[config.mk]
export PLATFORM = sky130hd
export DESIGN_NAME = pipeline_ctrl_flat
export DESIGN_NICKNAME = d
export VERILOG_FILES = /design/src/rtl/pipeline_ctrl_pkg.sv /design/src/rtl/pipeline_ctrl_if.sv /design/src/rtl/pipeline_ctrl_hazard_detect.sv /design/src/rtl/pipeline_ctrl.sv /design/src/flat_wrapper.sv
export SDC_FILE = /design/constraint.sdc
export NUM_CORES = 1
export LEC_CHECK = 0
export CORE_AREA = 2 2 94 96
export CTS_CLUSTER_DIAMETER = 120
export DETAILED_ROUTE_END_ITERATION = 10
export DIE_AREA = 0 0 96 98
export GPL_TIMING_DRIVEN = 1
export HOLD_SLACK_MARGIN = 0.02
export PLACE_DENSITY = 0.8
export SETUP_SLACK_MARGIN = 0.02
export SLEW_MARGIN = 20
export SYNTH_ARGS = -nofsm -noshare
export SYNTH_HDL_FRONTEND = slang
export SYNTH_SLANG_ARGS = --single-unit
[constraint.sdc]
create_clock -name clk -period 2.5 [get_ports clk]
set_clock_uncertainty 0.1 [all_clocks]
set_input_delay 0.25 -clock clk [delete_from_list [all_inputs] [get_ports clk]]
set_output_delay 0.25 -clock clk [all_outputs]
set_load 0.01 [all_outputs]
[src/rtl/pipeline_ctrl_pkg.sv]
// Shared definitions for the pipeline controller: FSM state encoding and field widths.
package pipeline_ctrl_pkg;

    localparam int REG_W  = 5;
    localparam int WAIT_W = 4;

    typedef enum logic [1:0] {
        ST_RUN        = 2'd0,
        ST_LOAD_STALL = 2'd1,
        ST_MEM_WAIT   = 2'd2,
        ST_HALTED     = 2'd3
    } state_e;

endpackage

[src/rtl/pipeline_ctrl_if.sv]
// Handshake bundle between the core datapath (master) and the pipeline controller (slave).
interface pipeline_ctrl_if #(parameter int CNT_BIT = 32);
    import pipeline_ctrl_pkg::*;

    logic [REG_W-1:0]   id_req_a;
    logic [REG_W-1:0]   id_req_b;
    logic               id_use_a;
    logic               id_use_b;
    logic               ex_load;
    logic [REG_W-1:0]   ex_req_w;
    logic               dm_access;
    logic               branch_taken;
    logic               wb_halt;

    logic               pc_en;
    logic               if_id_en;
    logic               id_ex_en;
    logic               ex_dm_en;
    logic               dm_wb_en;
    logic               if_id_flush;
    logic               id_ex_flush;
    logic               halted;
    logic [CNT_BIT-1:0] stall_cnt;
    logic [CNT_BIT-1:0] flush_cnt;

    modport master (
        output id_req_a, id_req_b, id_use_a, id_use_b, ex_load, ex_req_w,
               dm_access, branch_taken, wb_halt,
        input  pc_en, if_id_en, id_ex_en, ex_dm_en, dm_wb_en,
               if_id_flush, id_ex_flush, halted, stall_cnt, flush_cnt
    );

    modport slave (
        input  id_req_a, id_req_b, id_use_a, id_use_b, ex_load, ex_req_w,
               dm_access, branch_taken, wb_halt,
        output pc_en, if_id_en, id_ex_en, ex_dm_en, dm_wb_en,
               if_id_flush, id_ex_flush, halted, stall_cnt, flush_cnt
    );

endinterface

[src/rtl/pipeline_ctrl_hazard_detect.sv]
// Purely combinational load-use hazard comparison; register 0 never creates a dependency.
module hazard_detect
    import pipeline_ctrl_pkg::*;
(
    input  logic [REG_W-1:0] id_req_a,
    input  logic [REG_W-1:0] id_req_b,
    input  logic             id_use_a,
    input  logic             id_use_b,
    input  logic             ex_load,
    input  logic [REG_W-1:0] ex_req_w,
    output logic             hazard
);

    logic dest_valid_s;
    logic match_a_s;
    logic match_b_s;

    assign dest_valid_s = ex_load && (ex_req_w != {REG_W{1'b0}});
    assign match_a_s    = id_use_a && (id_req_a == ex_req_w);
    assign match_b_s    = id_use_b && (id_req_b == ex_req_w);
    assign hazard       = dest_valid_s && (match_a_s || match_b_s);

endmodule

[src/rtl/pipeline_ctrl.sv]
// Pipeline stall/flush controller: load-use bubbles, branch flushes, multi-cycle memory
// waits and halt, with saturating stall and flush performance counters.
module pipeline_ctrl
    import pipeline_ctrl_pkg::*;
#(
    parameter int DM_LATENCY = 1,
    parameter int CNT_BIT    = 32
) (
    input  logic          clk,
    input  logic          rst,
    pipeline_ctrl_if.slave bus
);

    localparam bit               USE_WAIT  = (DM_LATENCY > 1);
    localparam logic [WAIT_W-1:0] WAIT_LOAD = WAIT_W'(DM_LATENCY - 1);

    state_e             state_q, state_d;
    logic [WAIT_W-1:0]  wait_q, wait_d;
    logic [CNT_BIT-1:0] stall_cnt_q, stall_cnt_d;
    logic [CNT_BIT-1:0] flush_cnt_q, flush_cnt_d;

    logic hazard_s;
    logic pc_en_s, if_id_en_s, id_ex_en_s, ex_dm_en_s, dm_wb_en_s;
    logic if_id_flush_s, id_ex_flush_s;

    hazard_detect u_hazard (
        .id_req_a (bus.id_req_a),
        .id_req_b (bus.id_req_b),
        .id_use_a (bus.id_use_a),
        .id_use_b (bus.id_use_b),
        .ex_load  (bus.ex_load),
        .ex_req_w (bus.ex_req_w),
        .hazard   (hazard_s)
    );

    // Next-state and enable/flush decode
    always_comb begin
        state_d       = state_q;
        wait_d        = wait_q;
        pc_en_s       = 1'b1;
        if_id_en_s    = 1'b1;
        id_ex_en_s    = 1'b1;
        ex_dm_en_s    = 1'b1;
        dm_wb_en_s    = 1'b1;
        if_id_flush_s = 1'b0;
        id_ex_flush_s = 1'b0;
        case (state_q)
            ST_RUN: begin
                // A taken branch squashes the dependent instruction, so it beats the stall.
                if (bus.branch_taken) begin
                    if_id_flush_s = 1'b1;
                    id_ex_flush_s = 1'b1;
                end else if (hazard_s) begin
                    pc_en_s       = 1'b0;
                    if_id_en_s    = 1'b0;
                    id_ex_flush_s = 1'b1;
                end else begin
                    pc_en_s = 1'b1;
                end
                if (USE_WAIT && bus.dm_access) begin
                    state_d = ST_MEM_WAIT;
                    wait_d  = WAIT_LOAD;
                end else if (hazard_s && !bus.branch_taken) begin
                    state_d = ST_LOAD_STALL;
                end else begin
                    state_d = ST_RUN;
                end
            end
            ST_LOAD_STALL: begin
                state_d = ST_RUN;
            end
            ST_MEM_WAIT: begin
                pc_en_s    = 1'b0;
                if_id_en_s = 1'b0;
                id_ex_en_s = 1'b0;
                ex_dm_en_s = 1'b0;
                dm_wb_en_s = 1'b0;
                if (wait_q <= WAIT_W'(1)) begin
                    state_d = ST_RUN;
                    wait_d  = {WAIT_W{1'b0}};
                end else begin
                    state_d = ST_MEM_WAIT;
                    wait_d  = wait_q - WAIT_W'(1);
                end
            end
            ST_HALTED: begin
                pc_en_s    = 1'b0;
                if_id_en_s = 1'b0;
                id_ex_en_s = 1'b0;
                ex_dm_en_s = 1'b0;
                dm_wb_en_s = 1'b0;
                state_d    = ST_HALTED;
            end
            default: begin
                state_d = ST_RUN;
                wait_d  = {WAIT_W{1'b0}};
            end
        endcase
        if (bus.wb_halt) begin
            state_d = ST_HALTED;
            wait_d  = {WAIT_W{1'b0}};
        end else begin
            wait_d = wait_d;
        end
    end

    // Saturating performance counter updates
    always_comb begin
        stall_cnt_d = stall_cnt_q;
        flush_cnt_d = flush_cnt_q;
        if (!pc_en_s && (state_q != ST_HALTED) && !(&stall_cnt_q)) begin
            stall_cnt_d = stall_cnt_q + CNT_BIT'(1);
        end else begin
            stall_cnt_d = stall_cnt_q;
        end
        if (if_id_flush_s && !(&flush_cnt_q)) begin
            flush_cnt_d = flush_cnt_q + CNT_BIT'(1);
        end else begin
            flush_cnt_d = flush_cnt_q;
        end
    end

    // State, wait counter and performance counter registers
    always_ff @(posedge clk or posedge rst) begin
        if (rst) begin
            state_q     <= ST_RUN;
            wait_q      <= {WAIT_W{1'b0}};
            stall_cnt_q <= {CNT_BIT{1'b0}};
            flush_cnt_q <= {CNT_BIT{1'b0}};
        end else begin
            state_q     <= state_d;
            wait_q      <= wait_d;
            stall_cnt_q <= stall_cnt_d;
            flush_cnt_q <= flush_cnt_d;
        end
    end

    assign bus.pc_en       = pc_en_s;
    assign bus.if_id_en    = if_id_en_s;
    assign bus.id_ex_en    = id_ex_en_s;
    assign bus.ex_dm_en    = ex_dm_en_s;
    assign bus.dm_wb_en    = dm_wb_en_s;
    assign bus.if_id_flush = if_id_flush_s;
    assign bus.id_ex_flush = id_ex_flush_s;
    assign bus.halted      = (state_q == ST_HALTED);
    assign bus.stall_cnt   = stall_cnt_q;
    assign bus.flush_cnt   = flush_cnt_q;

endmodule

[src/flat_wrapper.sv]
// flat-port wrapper written by rule: the top's interface ports become plain ports
module pipeline_ctrl_flat import pipeline_ctrl_pkg::*;
#(
    parameter int DM_LATENCY = 1,
    parameter int CNT_BIT    = 32
)
  (clk, rst, bus_id_req_a, bus_id_req_b, bus_id_use_a, bus_id_use_b, bus_ex_load, bus_ex_req_w, bus_dm_access, bus_branch_taken, bus_wb_halt, bus_pc_en, bus_if_id_en, bus_id_ex_en, bus_ex_dm_en, bus_dm_wb_en, bus_if_id_flush, bus_id_ex_flush, bus_halted, bus_stall_cnt, bus_flush_cnt);
  pipeline_ctrl_if #(.CNT_BIT(CNT_BIT)) bus_i ();
  input  logic clk;
  input  logic rst;
  input wire logic [$bits(bus_i.id_req_a)-1:0] bus_id_req_a;
  input wire logic [$bits(bus_i.id_req_b)-1:0] bus_id_req_b;
  input wire logic [$bits(bus_i.id_use_a)-1:0] bus_id_use_a;
  input wire logic [$bits(bus_i.id_use_b)-1:0] bus_id_use_b;
  input wire logic [$bits(bus_i.ex_load)-1:0] bus_ex_load;
  input wire logic [$bits(bus_i.ex_req_w)-1:0] bus_ex_req_w;
  input wire logic [$bits(bus_i.dm_access)-1:0] bus_dm_access;
  input wire logic [$bits(bus_i.branch_taken)-1:0] bus_branch_taken;
  input wire logic [$bits(bus_i.wb_halt)-1:0] bus_wb_halt;
  output wire logic [$bits(bus_i.pc_en)-1:0] bus_pc_en;
  output wire logic [$bits(bus_i.if_id_en)-1:0] bus_if_id_en;
  output wire logic [$bits(bus_i.id_ex_en)-1:0] bus_id_ex_en;
  output wire logic [$bits(bus_i.ex_dm_en)-1:0] bus_ex_dm_en;
  output wire logic [$bits(bus_i.dm_wb_en)-1:0] bus_dm_wb_en;
  output wire logic [$bits(bus_i.if_id_flush)-1:0] bus_if_id_flush;
  output wire logic [$bits(bus_i.id_ex_flush)-1:0] bus_id_ex_flush;
  output wire logic [$bits(bus_i.halted)-1:0] bus_halted;
  output wire logic [$bits(bus_i.stall_cnt)-1:0] bus_stall_cnt;
  output wire logic [$bits(bus_i.flush_cnt)-1:0] bus_flush_cnt;
  assign bus_i.id_req_a = bus_id_req_a;
  assign bus_i.id_req_b = bus_id_req_b;
  assign bus_i.id_use_a = bus_id_use_a;
  assign bus_i.id_use_b = bus_id_use_b;
  assign bus_i.ex_load = bus_ex_load;
  assign bus_i.ex_req_w = bus_ex_req_w;
  assign bus_i.dm_access = bus_dm_access;
  assign bus_i.branch_taken = bus_branch_taken;
  assign bus_i.wb_halt = bus_wb_halt;
  assign bus_pc_en = bus_i.pc_en;
  assign bus_if_id_en = bus_i.if_id_en;
  assign bus_id_ex_en = bus_i.id_ex_en;
  assign bus_ex_dm_en = bus_i.ex_dm_en;
  assign bus_dm_wb_en = bus_i.dm_wb_en;
  assign bus_if_id_flush = bus_i.if_id_flush;
  assign bus_id_ex_flush = bus_i.id_ex_flush;
  assign bus_halted = bus_i.halted;
  assign bus_stall_cnt = bus_i.stall_cnt;
  assign bus_flush_cnt = bus_i.flush_cnt;
  pipeline_ctrl #(.DM_LATENCY(DM_LATENCY), .CNT_BIT(CNT_BIT)) u_core (.clk(clk), .rst(rst), .bus(bus_i));
endmodule
==> results of run 1 <==
-- per-stage QoR --
| step | worst slack [ns] | hold slack, ns |
|---|---|---|
| final | 0.158 | 0.213 |
| after global routing | 0.0751 | 0.255 |
| after CTS | 0.0207 | 0.215 |
| after floorplan | 0.382 | 0.213 |
| after global placement | -0.103 | 0.380 |
| after detailed placement | -0.125 | 0.387 |
-- kinds of logic (layout without fill, tap and decap cells) --
kind of cell | after synthesis | in the layout
AO/OA/AOI/OAI | 15 | 15
XOR/XNOR | 71 | 71
adder cells (fa/ha/maj) | 4 | 4
buffers and inverters | 21 | 129
flip-flops | 70 | 70
multiplexers | 3 | 3
AND/OR/NAND/NOR | 167 | 167
-- power by group --
| part | switching, mW | leakage, nW | internal, mW |
|---|---|---|---|
| clock | 0.431 | 0.119 | 0.688 |
| sequential | 0.0474 | 0.958 | 1.17 |
| combinational | 0.129 | 1.02 | 0.166 |
| total | 0.608 | 2.10 | 2.02 |
-- placed cells by master, fill, tap and decap left out, drive strengths merged, types with 8 or more instances in the layout --
cell type,Yosys,layout
clkdlybuf4s50,0,88
dfrtp,70,70
xnor2,60,60
nand4,33,33
nand3,33,33
nor2,27,27
nand2,25,25
buf,12,14
and3,12,12
xor2,11,11
clkbuf,2,10
nor3,9,9
inv,7,8
-- critical path, stage by stage --
cell	delay, ns
clkdlybuf4s50_1	0.47
or4_4	0.56
o21ai_2	0.14
nor3_1	0.07
a21oi_1	0.20
dlygate4sd2_1	0.29
-- per-layer routing --
metal	up-vias	global-route usage (%)	routed length, um
li1	1436	-	-
met1	1495	23.5	3560
met2	88	30.0	4060
met3	10	5.25	477
met4	0	5.49	98
met5	-	0	0
-- registers in the layout, indices dropped and copies added (netlist names) --
signal and cells:
u_core.bus.flush_cnt 32, u_core.bus.stall_cnt 32, u_core.state_q 2, u_core.wait_q 4
-- worst max-delay path by stage --
stage	endpoint	slack [ns]	depth (start not counted)
finish	bus_if_id_en	0.16	6
global route	bus_pc_en	0.08	6
CTS	bus_id_ex_flush	0.02	6
detailed placement	bus_pc_en	-0.13	6
global placement	bus_if_id_en	-0.10	6
floorplan	u_core.bus.flush_cnt[0]$_DFFE_PP0P_	0.38	1
-- layout make-up --
| cell class | count | area (um2) |
|---|---|---|
| clock buffer | 10 | 138 |
| fill | 701 | 3440 |
| tap | 108 | 135 |
| sequential | 70 | 1750 |
| inverter | 7 | 26.3 |
| timing repair buffer | 107 | 1070 |
| multi-input combinational | 260 | 1800 |
| clock inverter | 5 | 106 |
-- repair_timing --
| item | in CTS | in global routing |
|---|---|---|
| gates resized for setup | 3 | 4 |
| buffers inserted | 0 | 1 |
| pin swaps | 0 | 2 |
| endpoints found under the hold margin | 0 | 0 |
| endpoints found under the setup margin | 3 | 1 |
| gates cloned | 0 | 0 |
==> flow_metrics.env, run 1 <==
export IMPL_outcome="completed"
export IMPL_hpwl_um=5940
export IMPL_area_growth_pct=36.4
export IMPL_vias_per_cell=5.34
export IMPL_synth_compound_area_share_pct=2.79
export IMPL_min_period_ns=2.34
export IMPL_ir_drop_mv=0.296
export IMPL_rsz0062_at_grt="no"
export IMPL_core_um2=8470
export IMPL_grt_pass1_vias=2989
export IMPL_clk_latency_ns=0.34
export IMPL_tritoncts="done"
export IMPL_clockRootBuffer="clkbuf_8"
export IMPL_syn_nets=378
export IMPL_max_freq_mhz=427
export IMPL_path_clk_slew_ns=0.08
export IMPL_drc_errors=0
export IMPL_first_pass_iters=4
export IMPL_totalWireLength_um=8210
export IMPL_io_pins=95
export IMPL_synth_edff_count=0
export IMPL_synth_avg_cell_area_um2=10.5
export IMPL_crit_path_end_kind="primary output"
export IMPL_placed_cells=551
export IMPL_final_cell_area_um2=5020
export IMPL_rows=34
export IMPL_portBuffers=93
export IMPL_synthAdderAreaFrac_pct=1.36
export IMPL_cts_sinks=70
export IMPL_synth_cells=351
export IMPL_ys_flop_type="dfrtp_1"
export IMPL_synth_top_area_share_pct=47.6
export IMPL_drive_gt1_share_pct=12.6
export IMPL_start_util_pct=43.5
export IMPL_utilization_pct=59.4
export IMPL_die_h_um=98
export IMPL_synthMuxAreaShare_pct=0.917
export IMPL_stdcell_count=567
export IMPL_p_leak_nw=2.10
export IMPL_synthTopCellsByArea="dfrtp_1 48%, xnor2_1 14%, nand4_1 5.4%, nand3_1 3.3%, nor2_1 2.6%"
export IMPL_die_area_um2=9410
export IMPL_n_antenna_cell=0
export IMPL_fin_crit_sh_pct=93.7
export IMPL_grt_pass1_wl_um=13800
export IMPL_syn_area_um2=3680
export IMPL_wire_per_inst_um=14.5
export IMPL_setup_tns_final_ns=0
export IMPL_clock_path_buffers=2
export IMPL_hold_viol=0
export IMPL_yosysUniqueCellTypes=47
export IMPL_place_area_um2=4760
export IMPL_cts_htree_levels=3
export IMPL_grt_max_degree=71
export IMPL_drv_cap=0
export IMPL_p_total_mw=2.63
export IMPL_critPathKind="in -> out"
export IMPL_start_kind="primary input"
export IMPL_yosys_top_cells_count="70 x dfrtp_1, 60 x xnor2_1, 32 x nand4_1"
export IMPL_r2r_slack_ns=0.31
export IMPL_cts_buffers=9
export IMPL_drv_slew=0
export IMPL_timing_rr_end="u_core.bus.stall_cnt[25]$_DFFE_PP0P_"
export IMPL_die_width_um=96
export IMPL_ys_ff_latch=70
export IMPL_worstMarginPinSlew_ns=0.475
export IMPL_crit_required_ns=2.15
export IMPL_synth_simple_gate_area_share_pct=26.7
export IMPL_hold_path_class="in -> async"
export IMPL_grt_ovfl_total=0
export IMPL_synth_xor_area_share_pct=16.9
export IMPL_synth_area_leader_cell="dfrtp_1"
export IMPL_hold_buffers=0
export IMPL_r2r_start="u_core.bus.stall_cnt[6]$_DFFE_PP0P_"
export IMPL_async_reset_ff_share_pct=100
export IMPL_dr_total_vias=3029
export IMPL_synth_most_common_cell="dfrtp_1"
export IMPL_ant_nets=0
export IMPL_drt_iter0_markers=75
export IMPL_seq_area_frac_synth_pct=47.6
export IMPL_antenna_found_initial=0
export IMPL_ff2ff_path_depth=7
export IMPL_finalSetupViolCount=0
export IMPL_routabilityCongestion=0.872
export IMPL_worstPathMaxFanout=3
export IMPL_ys_warn_count=0
export IMPL_synth_top_family_by_area="simple AND/OR/NAND/NOR gates"
export IMPL_grtUsageTotal_pct=18.4
export IMPL_crit_start="bus_ex_req_w[0]"
export IMPL_num_nets_final=482
export IMPL_power_density_nw_per_um2=524
export IMPL_max_slew_margin_pct=68.3
export IMPL_cp_data_arrival_time_ns=1.99
No activity file was read; power rests on OpenSTA's default activity.
==> run 2, diff against run 1 <==
- MAX_ROUTING_LAYER: default -> met4
==> run 2 against run 1 <==
Sequential power barely moved; flip-flop and latch count is the same; via count rose by 0.50%; critical path depth unchanged; power is essentially flat; setup slack about the same; critical path type unchanged; cell count did not move; non-clock buffer count stayed put.
==> flow_metrics.env, run 2 (synthesized netlist as in run 1, its figures left out) <==
export IMPL_outcome="completed"
export IMPL_min_period_ns=2.34
export IMPL_p_int_mw=2.02
export IMPL_routedLengthMet1_um=3620
export IMPL_crit_path_end_kind="primary output"
export IMPL_drt_iter0_markers=61
export IMPL_cts_sinks=70
export IMPL_tritoncts="done"
export IMPL_rows=34
export IMPL_grt_ovfl_total=0
export IMPL_critPathKind="in -> out"
export IMPL_start_util_pct=43.5
export IMPL_clock_path_buffers=2
export IMPL_drv_slew=0
export IMPL_core_um2=8470
export IMPL_power_switching_uw=609
export IMPL_cp_data_arrival_time_ns=1.99
export IMPL_pwr_share_comb_pct=11.3
export IMPL_antenna_found_initial=0
export IMPL_crit_required_ns=2.15
export IMPL_die_area_um2=9410
export IMPL_n_antenna_cell=0
export IMPL_setup_tns_final_ns=0
export IMPL_portBuffers=93
export IMPL_drv_cap=0
export IMPL_final_common_cell="clkdlybuf4s50_1"
export IMPL_max_slew_margin_pct=68.2
export IMPL_grt_pass1_wl_um=13800
export IMPL_worstMarginPinSlew_ns=0.477
export IMPL_vias_per_cell=5.37
export IMPL_grt_max_degree=71
export IMPL_num_nets_final=482
export IMPL_rsz0062_at_grt="no"
export IMPL_ant_nets=0
export IMPL_drc_errors=0
export IMPL_start_kind="primary input"
export IMPL_p_sw_share_pct=23.2
export IMPL_pwr_share_clk_pct=42.6
export IMPL_totalWireLength_um=8230
export IMPL_routabilityCongestion=0.886
export IMPL_wl_met3_um=435
export IMPL_power_density_nw_per_um2=524
export IMPL_r2r_start="u_core.bus.stall_cnt[6]$_DFFE_PP0P_"
export IMPL_die_width_um=96
export IMPL_fin_crit_sh_pct=93.7
export IMPL_final_cell_mix="88 x clkdlybuf4s50_1, 70 x dfrtp_1, 60 x xnor2_1"
export IMPL_maxUsedRoutingLayer="met4"
export IMPL_hpwl_um=5940
export IMPL_die_h_um=98
export IMPL_io_pins=95
export IMPL_cts_buffers=9
export IMPL_ir_drop_mv=0.296
export IMPL_finalWorstSetupSlack_ns=0.158
export IMPL_max_freq_mhz=427
export IMPL_finalSetupViolCount=0
export IMPL_pre_cts_ws_ns=-0.125
export IMPL_wire_per_inst_um=14.5
export IMPL_first_pass_iters=4
export IMPL_hold_path_class="in -> async"
export IMPL_hold_viol=0
export IMPL_worstPathMaxFanout=3
export IMPL_dr_total_vias=3044
export IMPL_grtUsageTotal_pct=18.9
export IMPL_p_leak_nw=2.10
export IMPL_wl_met2_um=4080
export IMPL_whs_ns=0.214
export IMPL_clk_latency_ns=0.34
export IMPL_drive_gt1_share_pct=12.6
export IMPL_area_growth_pct=36.4
export IMPL_path_clk_slew_ns=0.08
export IMPL_grt_pass1_vias=2989
export IMPL_seq_power_share_pct=46.2
export IMPL_crit_start="bus_ex_req_w[0]"
export IMPL_cts_htree_levels=3
export IMPL_clockRootBuffer="clkbuf_8"
==> run 2: worst max-delay path: stages <==
cell             delay, ns
clkdlybuf4s50_1       0.47
or4_4                 0.56
o21ai_2               0.14
nor3_1                0.07
a21oi_1               0.20
dlygate4sd2_1         0.29
==> run 2: power by group through the flow <==
| stage | sequential [mW] | clock, mW | combinational, mW |
|---|---|---|---|
| after floorplan | 1.25 | 0 | 0.128 |
| after global placement | 1.23 | 0 | 0.293 |
| after detailed placement | 1.24 | 0 | 0.300 |
| after CTS | 1.22 | 1.15 | 0.300 |
| after global routing | 1.22 | 1.19 | 0.324 |
| final | 1.22 | 1.12 | 0.296 |
==> run 2: stage by stage <==
stage	power [mW]	util [%]	cells	cell area, um2
after floorplan	1.37	-	351	3680
after global placement	1.53	56.2	551	4760
after detailed placement	1.54	56.2	551	4760
after CTS	2.66	59.1	566	5010
after global routing	2.74	59.4	567	5020
final	2.63	59.4	567	5020
==> run 2: area by class of cell <==
type                    instances  area [um2]
multi-input cells             260        1800
flip-flops and latches         70        1750
clock buffers                  10         138
well taps                     108         135
repair buffers                107        1070
inverters                       7        26.3
clock inverters                 5         106
fillers                       701        3440
==> run 2: final timing paths <==
check / cells past startpoint / slack, ns / end
worst max-delay path: 6 / 0.16 / bus_if_id_en
worst min-delay path: 3 / 0.21 / u_core.bus.flush_cnt[28]$_DFFE_PP0P_
worst min register to register: 1 / 0.40 / u_core.bus.stall_cnt[31]$_DFFE_PP0P_
min in group clk: 1 / 0.40 / u_core.bus.stall_cnt[31]$_DFFE_PP0P_
worst max register to register: 7 / 0.31 / u_core.bus.stall_cnt[25]$_DFFE_PP0P_
max in group asynchronous: 3 / 1.81 / u_core.bus.stall_cnt[2]$_DFFE_PP0P_
==> run 2: what timing repair did <==
action,CTS,global route
setup buffers,0,1
setup endpoints to repair,3,1
gates resized for setup,3,4
pin swaps,0,2
hold buffers,0,0
==> run 2: metal layers <==
layer	vias up	global-route usage, %
met5	-	-
met4	0	5.49
met3	10	4.63
met2	94	30.0
met1	1505	23.9
li1	1435	-
==> run 3, diff against run 2 <==
- CTS_BUF_LIST: default -> sky130_fd_sc_hd__clkbuf_8
- TNS_END_PERCENT: default -> 5
==> results of run 3 <==
Final layout, timing and power as in run 2 (identical DEF).
